`config.mk`:
```
export PLATFORM = sky130hd
export DESIGN_NAME = uart_tx_sched_flat
export DESIGN_NICKNAME = d
export VERILOG_FILES = /design/src/rtl/uart_pkg.sv /design/src/rtl/uart_tx_sched_if.sv /design/src/rtl/uart_rr_arbiter.sv /design/src/rtl/uart_tx_sched.sv /design/src/flat_wrapper.sv
export SDC_FILE = /design/constraint.sdc
export NUM_CORES = 1
export LEC_CHECK = 0
export CORE_MARGIN = 2
export CORE_UTILIZATION = 40
export CTS_CLUSTER_SIZE = 12
export DETAILED_ROUTE_END_ITERATION = 6
export PLACE_DENSITY = 0.87
export SLEW_MARGIN = 10
export SYNTH_ARGS = -nofsm -noshare
export SYNTH_HDL_FRONTEND = slang
export SYNTH_SLANG_ARGS = --single-unit
```
`constraint.sdc`:
```
create_clock -name clk -period 1.9 [get_ports clk]
set_input_delay 0.19 -clock clk [delete_from_list [all_inputs] [get_ports clk]]
set_output_delay 0.19 -clock clk [all_outputs]
set_load 0.02 [all_outputs]
```
`src/rtl/uart_pkg.sv`:
```
// Shared definitions for the UART transmit scheduler: data width, default
// frame/gap timing, FSM state encoding and the tick-counter width helper.
package uart_pkg;

    localparam int UART_DATA_W      = 8;
    localparam int UART_FRAME_TICKS = 10;
    localparam int UART_GAP_TICKS   = 1;

    typedef enum logic [1:0] {
        ST_IDLE = 2'd0,
        ST_LOAD = 2'd1,
        ST_SEND = 2'd2,
        ST_GAP  = 2'd3
    } sched_state_t;

    // Bits needed for a counter that must hold values up to max(a, b).
    function automatic int cnt_width(input int a, input int b);
        int m;
        m = (a > b) ? a : b;
        return $clog2(m + 1);
    endfunction

endpackage

```
`src/rtl/uart_tx_sched_if.sv`:
```
// Bus between the UART transmit scheduler and its surroundings: the requester
// handshake plus the control/data lines toward uart_tx and uart_baud_rate.
// The scheduler uses the slave modport; the environment uses master.
interface uart_tx_sched_if #(
    parameter int NUM_REQ = 4
);
    import uart_pkg::*;

    localparam int ID_W = $clog2(NUM_REQ);

    logic [NUM_REQ-1:0]             req_valid;
    logic [NUM_REQ*UART_DATA_W-1:0] req_data;
    logic [NUM_REQ-1:0]             req_ready;
    logic                           baud_tick;
    logic                           baud_en;
    logic                           tx_en;
    logic [UART_DATA_W-1:0]         tx_data;
    logic [ID_W-1:0]                grant_id;
    logic                           busy;

    modport master (
        output req_valid, req_data, baud_tick,
        input  req_ready, baud_en, tx_en, tx_data, grant_id, busy
    );

    modport slave (
        input  req_valid, req_data, baud_tick,
        output req_ready, baud_en, tx_en, tx_data, grant_id, busy
    );

endinterface

```
`src/rtl/uart_rr_arbiter.sv`:
```
// Combinational requester arbiter for the UART transmit scheduler.
// With UART_TX_SCHED_RR_EN defined the search starts at i_ptr and wraps;
// otherwise the lowest-index requester wins and no pointer input exists.
module uart_rr_arbiter #(
    parameter int NUM_REQ = 4
) (
    input  logic [NUM_REQ-1:0]         i_req,
`ifdef UART_TX_SCHED_RR_EN
    input  logic [$clog2(NUM_REQ)-1:0] i_ptr,
`endif
    output logic [NUM_REQ-1:0]         o_grant,
    output logic [$clog2(NUM_REQ)-1:0] o_idx
);

    localparam int ID_W = $clog2(NUM_REQ);

    // Walk the search order from last to first so the final hit is the winner.
    always_comb begin
        int j;
        j       = 0;
        o_grant = '0;
        o_idx   = '0;
        for (int k = NUM_REQ - 1; k >= 0; k--) begin
`ifdef UART_TX_SCHED_RR_EN
            j = int'(i_ptr) + k;
            if (j >= NUM_REQ) begin
                j = j - NUM_REQ;
            end
`else
            j = k;
`endif
            if (i_req[j]) begin
                o_grant    = '0;
                o_grant[j] = 1'b1;
                o_idx      = ID_W'(j);
            end
        end
    end

endmodule

```
`src/rtl/uart_tx_sched.sv`:
```
// Scheduler sharing one UART transmit path among NUM_REQ byte requesters.
// Accepts one byte in IDLE, latches it onto tx_data, raises tx_en and the
// baud enable, and counts baud ticks to end the frame and the idle gap.
// Optional feature: define UART_TX_SCHED_RR_EN for round-robin arbitration;
// without it the lowest-index requester always wins.
module uart_tx_sched
    import uart_pkg::*;
#(
    parameter int NUM_REQ     = 4,
    parameter int FRAME_TICKS = UART_FRAME_TICKS,
    parameter int GAP_TICKS   = UART_GAP_TICKS
) (
    input  logic             clk,
    input  logic             rst,
    uart_tx_sched_if.slave   io_bus
);

    localparam int ID_W  = $clog2(NUM_REQ);
    localparam int CNT_W = cnt_width(FRAME_TICKS, GAP_TICKS);

    localparam logic [CNT_W-1:0] FRAME_LAST = CNT_W'(FRAME_TICKS - 1);
    localparam logic [CNT_W-1:0] GAP_LAST   = CNT_W'((GAP_TICKS > 0) ? GAP_TICKS - 1 : 0);

    sched_state_t           r_state;
    sched_state_t           w_state_nxt;
    logic [UART_DATA_W-1:0] r_tx_data;
    logic [UART_DATA_W-1:0] w_tx_data_nxt;
    logic [ID_W-1:0]        r_grant_id;
    logic [ID_W-1:0]        w_grant_id_nxt;
    logic                   r_tx_en;
    logic                   w_tx_en_nxt;
    logic                   r_baud_en;
    logic                   w_baud_en_nxt;
    logic                   r_busy;
    logic                   w_busy_nxt;
    logic [CNT_W-1:0]       r_cnt;
    logic [CNT_W-1:0]       w_cnt_nxt;

    logic [NUM_REQ-1:0]     w_arb_grant;
    logic [ID_W-1:0]        w_arb_idx;
    logic [NUM_REQ-1:0]     w_ready;
    logic                   w_accept;
    logic [UART_DATA_W-1:0] w_sel_byte;

`ifdef UART_TX_SCHED_RR_EN
    logic [ID_W-1:0]        r_rr_ptr;
    logic [ID_W-1:0]        w_rr_ptr_nxt;
`endif

    uart_rr_arbiter #(
        .NUM_REQ (NUM_REQ)
    ) u_arb (
        .i_req   (io_bus.req_valid),
`ifdef UART_TX_SCHED_RR_EN
        .i_ptr   (r_rr_ptr),
`endif
        .o_grant (w_arb_grant),
        .o_idx   (w_arb_idx)
    );

    // Ready is offered only while idle, so a transfer always starts a frame.
    assign w_ready    = (r_state == ST_IDLE) ? w_arb_grant : '0;
    assign w_accept   = |(io_bus.req_valid & w_ready);
    assign w_sel_byte = io_bus.req_data[int'(w_arb_idx) * UART_DATA_W +: UART_DATA_W];

    assign io_bus.req_ready = w_ready;
    assign io_bus.tx_data   = r_tx_data;
    assign io_bus.grant_id  = r_grant_id;
    assign io_bus.tx_en     = r_tx_en;
    assign io_bus.baud_en   = r_baud_en;
    assign io_bus.busy      = r_busy;

    // Next-state and registered-output decisions for the frame sequencer.
    always_comb begin
        w_state_nxt    = r_state;
        w_tx_data_nxt  = r_tx_data;
        w_grant_id_nxt = r_grant_id;
        w_tx_en_nxt    = r_tx_en;
        w_baud_en_nxt  = r_baud_en;
        w_busy_nxt     = r_busy;
        w_cnt_nxt      = r_cnt;
`ifdef UART_TX_SCHED_RR_EN
        w_rr_ptr_nxt   = r_rr_ptr;
`endif
        case (r_state)
            ST_IDLE: begin
                if (w_accept) begin
                    w_tx_data_nxt  = w_sel_byte;
                    w_grant_id_nxt = w_arb_idx;
                    w_busy_nxt     = 1'b1;
                    w_state_nxt    = ST_LOAD;
`ifdef UART_TX_SCHED_RR_EN
                    w_rr_ptr_nxt   = (w_arb_idx == ID_W'(NUM_REQ - 1)) ? '0
                                                                        : w_arb_idx + ID_W'(1);
`endif
                end
            end
            ST_LOAD: begin
                // tx_data has been stable for this cycle before tx_en rises.
                w_tx_en_nxt   = 1'b1;
                w_baud_en_nxt = 1'b1;
                w_cnt_nxt     = '0;
                w_state_nxt   = ST_SEND;
            end
            ST_SEND: begin
                if (io_bus.baud_tick) begin
                    if (r_cnt == FRAME_LAST) begin
                        w_tx_en_nxt = 1'b0;
                        w_cnt_nxt   = '0;
                        if (GAP_TICKS > 0) begin
                            w_state_nxt = ST_GAP;
                        end else begin
                            w_baud_en_nxt = 1'b0;
                            w_busy_nxt    = 1'b0;
                            w_state_nxt   = ST_IDLE;
                        end
                    end else begin
                        w_cnt_nxt = r_cnt + CNT_W'(1);
                    end
                end
            end
            ST_GAP: begin
                if (io_bus.baud_tick) begin
                    if (r_cnt == GAP_LAST) begin
                        w_baud_en_nxt = 1'b0;
                        w_busy_nxt    = 1'b0;
                        w_cnt_nxt     = '0;
                        w_state_nxt   = ST_IDLE;
                    end else begin
                        w_cnt_nxt = r_cnt + CNT_W'(1);
                    end
                end
            end
            default: begin
                w_state_nxt = ST_IDLE;
            end
        endcase
    end

    // State, frame outputs and tick counter; reset aborts any frame in flight.
    always_ff @(posedge clk or posedge rst) begin
        if (rst) begin
            r_state    <= ST_IDLE;
            r_tx_data  <= '0;
            r_grant_id <= '0;
            r_tx_en    <= 1'b0;
            r_baud_en  <= 1'b0;
            r_busy     <= 1'b0;
            r_cnt      <= '0;
        end else begin
            r_state    <= w_state_nxt;
            r_tx_data  <= w_tx_data_nxt;
            r_grant_id <= w_grant_id_nxt;
            r_tx_en    <= w_tx_en_nxt;
            r_baud_en  <= w_baud_en_nxt;
            r_busy     <= w_busy_nxt;
            r_cnt      <= w_cnt_nxt;
        end
    end

`ifdef UART_TX_SCHED_RR_EN
    // Round-robin pointer: next search starts just after the last winner.
    always_ff @(posedge clk or posedge rst) begin
        if (rst) begin
            r_rr_ptr <= '0;
        end else begin
            r_rr_ptr <= w_rr_ptr_nxt;
        end
    end
`endif

endmodule

```
`src/flat_wrapper.sv`:
```
// flat-port wrapper written by rule: the top's interface ports become plain ports
module uart_tx_sched_flat import uart_pkg::*;
#(
    parameter int NUM_REQ     = 4,
    parameter int FRAME_TICKS = UART_FRAME_TICKS,
    parameter int GAP_TICKS   = UART_GAP_TICKS
)
  (clk, rst, io_bus_req_valid, io_bus_req_data, io_bus_baud_tick, io_bus_req_ready, io_bus_baud_en, io_bus_tx_en, io_bus_tx_data, io_bus_grant_id, io_bus_busy);
  uart_tx_sched_if #(.NUM_REQ(NUM_REQ)) io_bus_i ();
  input  logic clk;
  input  logic rst;
  input wire logic [$bits(io_bus_i.req_valid)-1:0] io_bus_req_valid;
  input wire logic [$bits(io_bus_i.req_data)-1:0] io_bus_req_data;
  input wire logic [$bits(io_bus_i.baud_tick)-1:0] io_bus_baud_tick;
  output wire logic [$bits(io_bus_i.req_ready)-1:0] io_bus_req_ready;
  output wire logic [$bits(io_bus_i.baud_en)-1:0] io_bus_baud_en;
  output wire logic [$bits(io_bus_i.tx_en)-1:0] io_bus_tx_en;
  output wire logic [$bits(io_bus_i.tx_data)-1:0] io_bus_tx_data;
  output wire logic [$bits(io_bus_i.grant_id)-1:0] io_bus_grant_id;
  output wire logic [$bits(io_bus_i.busy)-1:0] io_bus_busy;
  assign io_bus_i.req_valid = io_bus_req_valid;
  assign io_bus_i.req_data = io_bus_req_data;
  assign io_bus_i.baud_tick = io_bus_baud_tick;
  assign io_bus_req_ready = io_bus_i.req_ready;
  assign io_bus_baud_en = io_bus_i.baud_en;
  assign io_bus_tx_en = io_bus_i.tx_en;
  assign io_bus_tx_data = io_bus_i.tx_data;
  assign io_bus_grant_id = io_bus_i.grant_id;
  assign io_bus_busy = io_bus_i.busy;
  uart_tx_sched #(.NUM_REQ(NUM_REQ), .FRAME_TICKS(FRAME_TICKS), .GAP_TICKS(GAP_TICKS)) u_core (.clk(clk), .rst(rst), .io_bus(io_bus_i));
endmodule
```
Word level (Yosys, flattened, before mapping)
Cells that the tools add are included.
{"block": "word_totals", "in_bits": 39, "ff_bits": 19, "out_inout_bits": 17, "elab_cells": 60}
{"block": "op_classes", "n_reduce_logical": 13, "addsub": 1, "shifts": 1, "n_bitwise": 1, "mux": 28, "eq_ne": 9}
{"operator": "two-way mux 4 bit", "count": 9}
{"operator": "variable part select 32 x 6 -> 8 bit", "count": 1}
{"operator": "two-way mux 2 bit", "count": 9}
{"operator": "one-hot mux 4 bit (3 select lines)", "count": 1}
{"operator": "AND reduction 3 bit", "count": 3}
{"operator": "one-hot mux 2 bit (4 select lines)", "count": 1}
{"operator": "!= test 2 x 1 -> 1 bit, second input constant", "count": 3}
{"operator": "one-hot mux 1 bit (2 select lines)", "count": 3}
{"operator": "nonzero test 2 bit", "count": 3}
{"operator": "two-way mux 1 bit", "count": 5}
{"operator": "AND reduction 5 bit", "count": 1}
{"operator": "adder 4 x 1 -> 4 bit, second input constant", "count": 1}
{"operator": "bitwise AND 4 bit", "count": 1}
{"operator": "equality test 2 bit, second input constant", "count": 2}
{"operator": "equality test 4 bit, second input constant", "count": 1}
{"operator": "zero test 4 bit", "count": 1}
{"operator": "!= test 2 bit, second input constant", "count": 2}
{"operator": "AND reduction 4 bit", "count": 1}
{"operator": "OR reduction 4 bit", "count": 1}
{"operator": "nonzero test 3 bit", "count": 1}
{"operator": "equality test 2 x 1 -> 1 bit, second input constant", "count": 1}
{"operator": "zero test 2 bit", "count": 1}
{"operator": "AND reduction 2 bit", "count": 1}

Longest topological paths before layout
Gate-level depths: netlist (run 1).
{"block": "depth", "ltp_word": 9, "depth_mapped": 8, "depth_no_buf": 5}

By module
From an unflattened synthesis (run 1), not the netlist that was laid out.
{"block": "hier_totals", "cells_unflattened": 106, "area_unflattened_um2": 1248.7}
{"mod": "uart_tx_sched", "cells_each": 97, "n_inst": 1, "area_each_um2": 1188.6}
{"mod": "uart_rr_arbiter", "cells_each": 9, "n_inst": 1, "area_each_um2": 60.1}

Least setup slack after synthesis (run 1)
No wires, ideal clock.
{"block": "synth_timing", "path_type": "flip-flop to flip-flop", "from": "register u_core.r_state[0]", "to": "register u_core.r_state[1]", "synth_period_minus_slack_ns": 1.803, "required_time_ns": 1.773, "arrival_time_ns": 1.676, "path_buffers": 1, "path_stages_with_launch": 7, "setup_slack_ns": 0.097, "setup_time_ns": 0.127, "cell_sequence": "dfrtp_1 -> inv_1 -> ha_1 -> buf_2 -> nor3b_2 -> a222oi_1 -> mux2_1"}
{"block": "synth_via", "elab_chain_len": 6}
{"element": "from (decl)", "line_no": "uart_tx_sched.sv:24", "source": "sched_state_t r_state;"}
{"element": "from (signal assigned)", "line_no": "uart_tx_sched.sv:151", "source": "r_state <= w_state_nxt;"}
{"element": "zero test 2 bit", "line_no": "uart_tx_sched.sv:62, uart_tx_sched.sv:85"}
{"element": "two-way mux 4 bit", "line_no": "uart_tx_sched.sv:62", "source": "assign w_ready = (r_state == ST_IDLE) ? w_arb_grant : '0;"}
{"element": "bitwise AND 4 bit", "line_no": "uart_tx_sched.sv:63", "source": "assign w_accept = |(io_bus.req_valid & w_ready);"}
{"element": "OR reduction 4 bit", "line_no": "uart_tx_sched.sv:63"}
{"element": "!= test 2 x 1 -> 1 bit (no line)"}
{"element": "AND reduction 5 bit (no line)"}
Several ways; a longest one is shown, not always the timed one.
A chain may end at the register's enable or synchronous reset.

Worst setup path in the final report (run 1)
{"block": "layout_timing", "from": "register u_core.r_state[1]", "to": "register u_core.r_cnt[2]"}
{"block": "layout_via", "elab_chain_len": 3}
{"element": "equality test 2 bit or equality test 2 x 1 -> 1 bit (tied branches)", "line_no": "uart_tx_sched.sv:85", "source": "case (r_state)"}
{"element": "!= test 2 bit (no line) or nonzero test 3 bit (tied branches)"}
{"element": "AND reduction 3 bit (no line)"}
{"element": "to (signal assigned)", "line_no": "uart_tx_sched.sv:157", "source": "r_cnt <= w_cnt_nxt;"}
{"element": "to (decl)", "line_no": "uart_tx_sched.sv:36", "source": "logic [CNT_W-1:0] r_cnt;"}
Several ways; a longest one is shown, not always the timed one.

==> out/results.tsv, run 1 <==
metric	value	unit
outcome	complete, no violations	
synth_edf_count	0	
final_cells	283	
drt-initial-drc-count	70	
grt_pass1_vias	1337	
numCtsBuffers	3	
overflow	0	
cts.path.max_buffers	2	
fmax	549.9	MHz
routed_wl	3909	um
nNetsFinal	285	
syn_avg_cell_area	8.626	sq um
cts_tree	done	
rows	21	
fp.dieH	64.55	um
ir_worst_vdd	681.6	uV
route.detailed.drc	0	
cts.clk_slew.worst_paths	0.12	ns
synthDominantCellAreaShare	32.42	%
die_width	64.55	um
ys_seq_area_share	32.42	%
power_density	1078	nW/um^2
synth_area_leaders	dfrtp_1 32%, ha_1 6.8%, and3b_1 5.4%	
relSlewSlack	63.35	%
io_pins	56	
antennaDiodeCount	0	
final_util	64.40	%
antenna_left	0	
leakage	1.009	nW
min_period_over_period	95.71	%
end_kind	flip-flop	
cp.required	2.08	ns
syn_inst	170	
ys_top_cells_by_count	19 x dfrtp_1, 18 x inv_1, 17 x nor2_1	
clock-root-buffer	clkbuf_4	
via_per_inst	5.138	
worst_setup_path_start_kind	flip-flop	
crit_arrival	1.99	ns
place_hpwl	2971	um
finalCriticalPeriod	1.818	ns
track_usage	18.58	%
synth_fp_nets	217	
yosys_warnings	0	
synth_area	1466	sq um
port_buffers	55	
ys_types	40	
vias	1454	
worst_slew_pin_slew	0.5344	ns
place.gp.congestion	0.7829	
maxCapViolCount	0	
finalClockSkew	0.001961	ns
synth_flop_cell	dfrtp_1	
synth_top_area_cell	dfrtp_1	
syn2layout_area_growth	50.00	%
criticalPathCategory	reg -> reg	
hold_class	in -> async	
synthArstFlopShare	100.0	%
synth.most_common_cell	dfrtp_1	
floorplan.die_area	4166	sq um
finalHoldViolations	0	
drv_slew	0	
clock_latency	0.30	ns
dr.pass1.iters	4	
dp_cells	278	
floorplan.core_area	3416	sq um
grt_pass1_wl	6175	um
clock-sinks	19	
initial_core_util	42.93	%
setup_viol	0	
path_max_fanout	4	
grt_antenna_before_repair	0	
wl_per_cell	13.81	um
ys_ff_latch	19	
h-tree-depth	1	
drive_gt1_share	15.61	%
grt_start_max_net_pins	22	
n_fill_cell	277	
holdBufCountCts	0	
-- state kept, by name (all words and copies together), names as in the netlist --
register                count
u_core.io_bus.grant_id      2
u_core.r_cnt                4
u_core.io_bus.tx_en         1
u_core.io_bus.tx_data       8
u_core.io_bus.baud_en       1
u_core.r_state              2
u_core.io_bus.busy          1
-- critical path: stages (launching register included) --
cell,delay [ns]
dfrtp_1,0.42
buf_4,0.16
ha_1,0.22
or4bb_2,0.66
o211ai_2,0.12
o32ai_1,0.12
-- power breakdown --
group / leakage, nW / switching (mW) / total, mW / internal (mW)
sequential: 0.220 / 0.0902 / 0.654 / 0.564
clock: 0.0177 / 0.136 / 0.214 / 0.0785
combinational: 0.771 / 0.738 / 1.50 / 0.764
-- cells by family (layout without fill, tap and decap cells) --
| group | count (synthesis) | in the layout | synth area share (%) |
|---|---|---|---|
| AO/OA/AOI/OAI | 50 | 50 | 23.72 |
| adder cells (fa/ha/maj) | 8 | 8 | 6.826 |
| buffers and inverters | 30 | 97 | 8.191 |
| flip-flops | 19 | 19 | 32.42 |
| multiplexers | 2 | 2 | 1.450 |
| AND/OR/NAND/NOR | 61 | 61 | 27.39 |
-- placed cells by master (no fill, tap or decap), types with 2 or more instances in the layout --
master and n:
a21oi_1 9, and3b_1 9, inv_1 17, dfrtp_1 19, and2_1 2, nor2_1 17
ha_2 2, ha_1 6, o21ai_0 11, clkdlybuf4s50_1 51, buf_4 20, clkbuf_4 3
a31oi_1 8, nand2_1 8, a22o_1 8, nand3b_1 8, and2b_1 8
-- repair_timing --
action | 4_1_cts | 5_1_grt
gates resized for setup | 7 | 7
endpoints found under the setup margin | 4 | 4
buffers inserted | 0 | 1
gates cloned | 0 | 0
endpoints found under the hold margin | 0 | 0
pin swaps | 0 | 1
-- layout make-up --
type | count | area (sq um) | share of cell area, %
Timing Repair Buffer | 75 | 689.4 | 31.34
Inverter | 18 | 67.56 | 3.072
Clock inverter | 1 | 5.005 | 0.2275
Clock buffer | 3 | 22.52 | 1.024
Sequential cell | 19 | 475.5 | 21.62
Multi-Input combinational cell | 121 | 882.1 | 40.10
Tap cell | 46 | 57.56 | 2.617
-- layer usage --
layer / global-route usage [%] / routed length, um / vias up
met1: 24.76 / 1780 / 680
li1: - / - / 736
met3: 1.736 / 122 / 6
met2: 31.38 / 1940 / 32
met4: 6.649 / 65 / 0
met5: 0 / 0 / -
-- stage by stage --
stage	area (sq um)	setup TNS (ns)	setup slack, ns	hold WS (ns)	power (mW)
3_5_place_dp	2165	0	0.01711	0.4812	2.144
6_report	2200	0	0.08154	0.1928	2.371
2_1_floorplan	1466	0	0.09694	0.1411	1.528
3_3_place_gp	2165	0	0.04468	0.4727	2.105
5_1_grt	2200	-0.001280	-0.001280	0.2119	2.554
4_1_cts	2191	0	0.02412	0.1940	2.359
-- worst paths after layout --
| check | endpoint | cells after the start | slack (ns) | from |
|---|---|---|---|---|
| min in group clk | u_core.io_bus.grant_id[1]$_DFFE_PP0P_ | 1 | 0.51 | u_core.io_bus.grant_id[1]$_DFFE_PP0P_ |
| max reg2reg | u_core.r_cnt[2]$_DFFE_PP0P_ | 5 | 0.08 | u_core.r_state[1]$_DFFE_PP0P_ |
| max in group asynchronous | u_core.r_state[1]$_DFFE_PP0P_ | 3 | 1.50 | rst |
| min reg2reg | u_core.io_bus.grant_id[1]$_DFFE_PP0P_ | 1 | 0.51 | u_core.io_bus.grant_id[1]$_DFFE_PP0P_ |
| min | u_core.io_bus.tx_en$_DFFE_PP0P_ | 3 | 0.19 | rst |
| max | u_core.r_cnt[2]$_DFFE_PP0P_ | 5 | 0.08 | u_core.r_state[1]$_DFFE_PP0P_ |
Note: power is estimated with default switching activity, not from simulation.
==> run 2, diff against run 1 <==
--- a/config.mk
+++ b/config.mk
@@ -10,6 +10,7 @@
 export CTS_CLUSTER_SIZE = 12
 export DETAILED_ROUTE_END_ITERATION = 6
 export PLACE_DENSITY = 0.87
+export SKIP_CTS_REPAIR_TIMING = 1
 export SLEW_MARGIN = 10
 export SYNTH_ARGS = -nofsm -noshare
 export SYNTH_HDL_FRONTEND = slang
==> run 2 against run 1 <==
Clock-buffer cell count unchanged. Clock skew up 0.00073 ns. Routed wire length up 0.67%. Sequential power about the same. Critical path type is now reg -> out. Largest power group unchanged.
==> out/results.tsv, run 2 (same netlist as run 1, synthesis figures left out) <==
metric	value	unit
hold_class	in -> async	
relSlewSlack	63.35	%
place_ws	0.01711	ns
antenna_left	0	
grt_start_max_net_pins	22	
final_common_cell	clkdlybuf4s50_1	
grt_antenna_before_repair	0	
clock-root-buffer	clkbuf_4	
path_max_fanout	3	
criticalPathCategory	reg -> out	
nNetsFinal	285	
min_period_over_period	95.75	%
p_int	1.414	mW
place.gp.congestion	0.7829	
final_cell_mix	51 x clkdlybuf4s50_1, 20 x buf_4, 19 x dfrtp_1, 17 x inv_1, 17 x nor2_1	
dp_cells	278	
final_cells	283	
drt-initial-drc-count	76	
maxCapViolCount	0	
drive_gt1_share	14.77	%
p_sw_share	40.56	%
fin_area	2221	sq um
ir_worst_vdd	651.0	uV
antennaDiodeCount	0	
combPwrFrac	63.5	%
route.detailed.drc	0	
rows	21	
worst_slew_pin_slew	0.5344	ns
grt_pass1_wl	6175	um
n_fill_cell	275	
cp.required	1.71	ns
finalHoldViolations	0	
fmax	549.7	MHz
place_hpwl	2971	um
finalCriticalPeriod	1.819	ns
clkPwrFrac	9.0	%
multiInputGateArea	882.1	sq um
floorplan.core_area	3416	sq um
routed_wl	3935	um
p_sw	965.1	uW
track_usage	18.58	%
outcome	complete, no violations	
setup_tns	0	ns
syn2layout_area_growth	51.45	%
wl_per_cell	13.90	um
placed_cell_area	2165	sq um
setup_viol	0	
largest_reg_flops	8	
io_pins	56	
die_width	64.55	um
fp.dieH	64.55	um
clock_latency	0.30	ns
leakage	1.071	nW
overflow	0	
crit_start	u_core.r_state[0]$_DFFE_PP0P_	
via_per_inst	5.145	
end_kind	output pin	
register_area	475.5	sq um
seq_power_share	27.5	%
clock-sinks	19	
dr.pass1.iters	4	
initial_core_util	42.93	%
port_buffers	55	
crit_arrival	1.63	ns
worst_setup_path_start_kind	flip-flop	
grt_pass1_vias	1337	
numCtsBuffers	3	
cts.clk_slew.worst_paths	0.12	ns
power_density	1071	nW/um^2
reg2reg_from	u_core.r_state[1]$_DFFE_PP0P_	
cts.path.max_buffers	2	
floorplan.die_area	4166	sq um
h-tree-depth	1	
vias	1456	
drv_slew	0	
cts_tree	done	
finalClockSkew	0.002696	ns
layout_setup_ws	0.08072	ns
## run 2: cell types whose count changed in the layout (fill, tap and decap cells not counted)
cell	before	now
dlymetal6s2s_1	0	4
buf_2	1	0
clkbuf_2	1	0
clkdlybuf4s15_1	1	0
dlygate4sd2_1	1	0
## run 2: area by class of cell
class / instances / share of cell area [%]
tap: 46 / 2.592
sequential: 19 / 21.41
inverter: 18 / 3.042
clock buffer: 3 / 1.014
multi-input combinational: 121 / 39.72
clock inverter: 1 / 0.2254
timing repair buffer: 75 / 32.00
## run 2: final timing paths
| check | to | slack, ns | depth (start not counted) |
|---|---|---|---|
| setup reg to reg | u_core.r_cnt[2]$_DFFE_PP0P_ | 0.08 | 5 |
| min in group clk | u_core.io_bus.grant_id[1]$_DFFE_PP0P_ | 0.51 | 1 |
| setup / recovery | io_bus_req_ready[3] | 0.08 | 5 |
| max in group asynchronous | u_core.r_state[1]$_DFFE_PP0P_ | 1.50 | 3 |
| hold reg to reg | u_core.io_bus.grant_id[1]$_DFFE_PP0P_ | 0.51 | 1 |
| hold / removal | u_core.io_bus.tx_en$_DFFE_PP0P_ | 0.19 | 3 |
## run 2: power groups by stage
stage	registers [mW]	clock network (mW)	logic [mW]
final	0.654	0.215	1.51
after global placement	0.654	0	1.45
after detailed placement	0.666	0	1.48
after global routing	0.673	0.239	1.65
after CTS	0.657	0.222	1.49
after floorplan	0.818	0	0.710
## run 2: through the flow
| stage | hold WS (ns) | utilization, % | total power [mW] |
|---|---|---|---|
| 6_report | 0.1928 | 65.02 | 2.379 |
| 5_1_grt | 0.2119 | 65.02 | 2.560 |
| 4_1_cts | 0.1940 | 64.18 | 2.367 |
| 3_5_place_dp | 0.4812 | 63.37 | 2.144 |
| 3_3_place_gp | 0.4727 | 63.37 | 2.105 |
| 2_1_floorplan | 0.1411 | - | 1.528 |
## run 2: layer usage
layer	share of wire, %	GRT usage, %	up-vias	wire length, um
met1	45	24.76	682	1782
met3	2.6	1.736	6	102
met4	1.7	6.649	0	65
li1	-	-	736	-
met2	50	31.38	32	1984
met5	0	0	-	0
## run 2: critical path, cell delays in order (launching register included)
cell            delay [ns]
dfrtp_1               0.39
inv_1                 0.12
ha_2                  0.20
nor3b_4               0.21
and3b_1               0.19
dlymetal6s2s_1        0.22
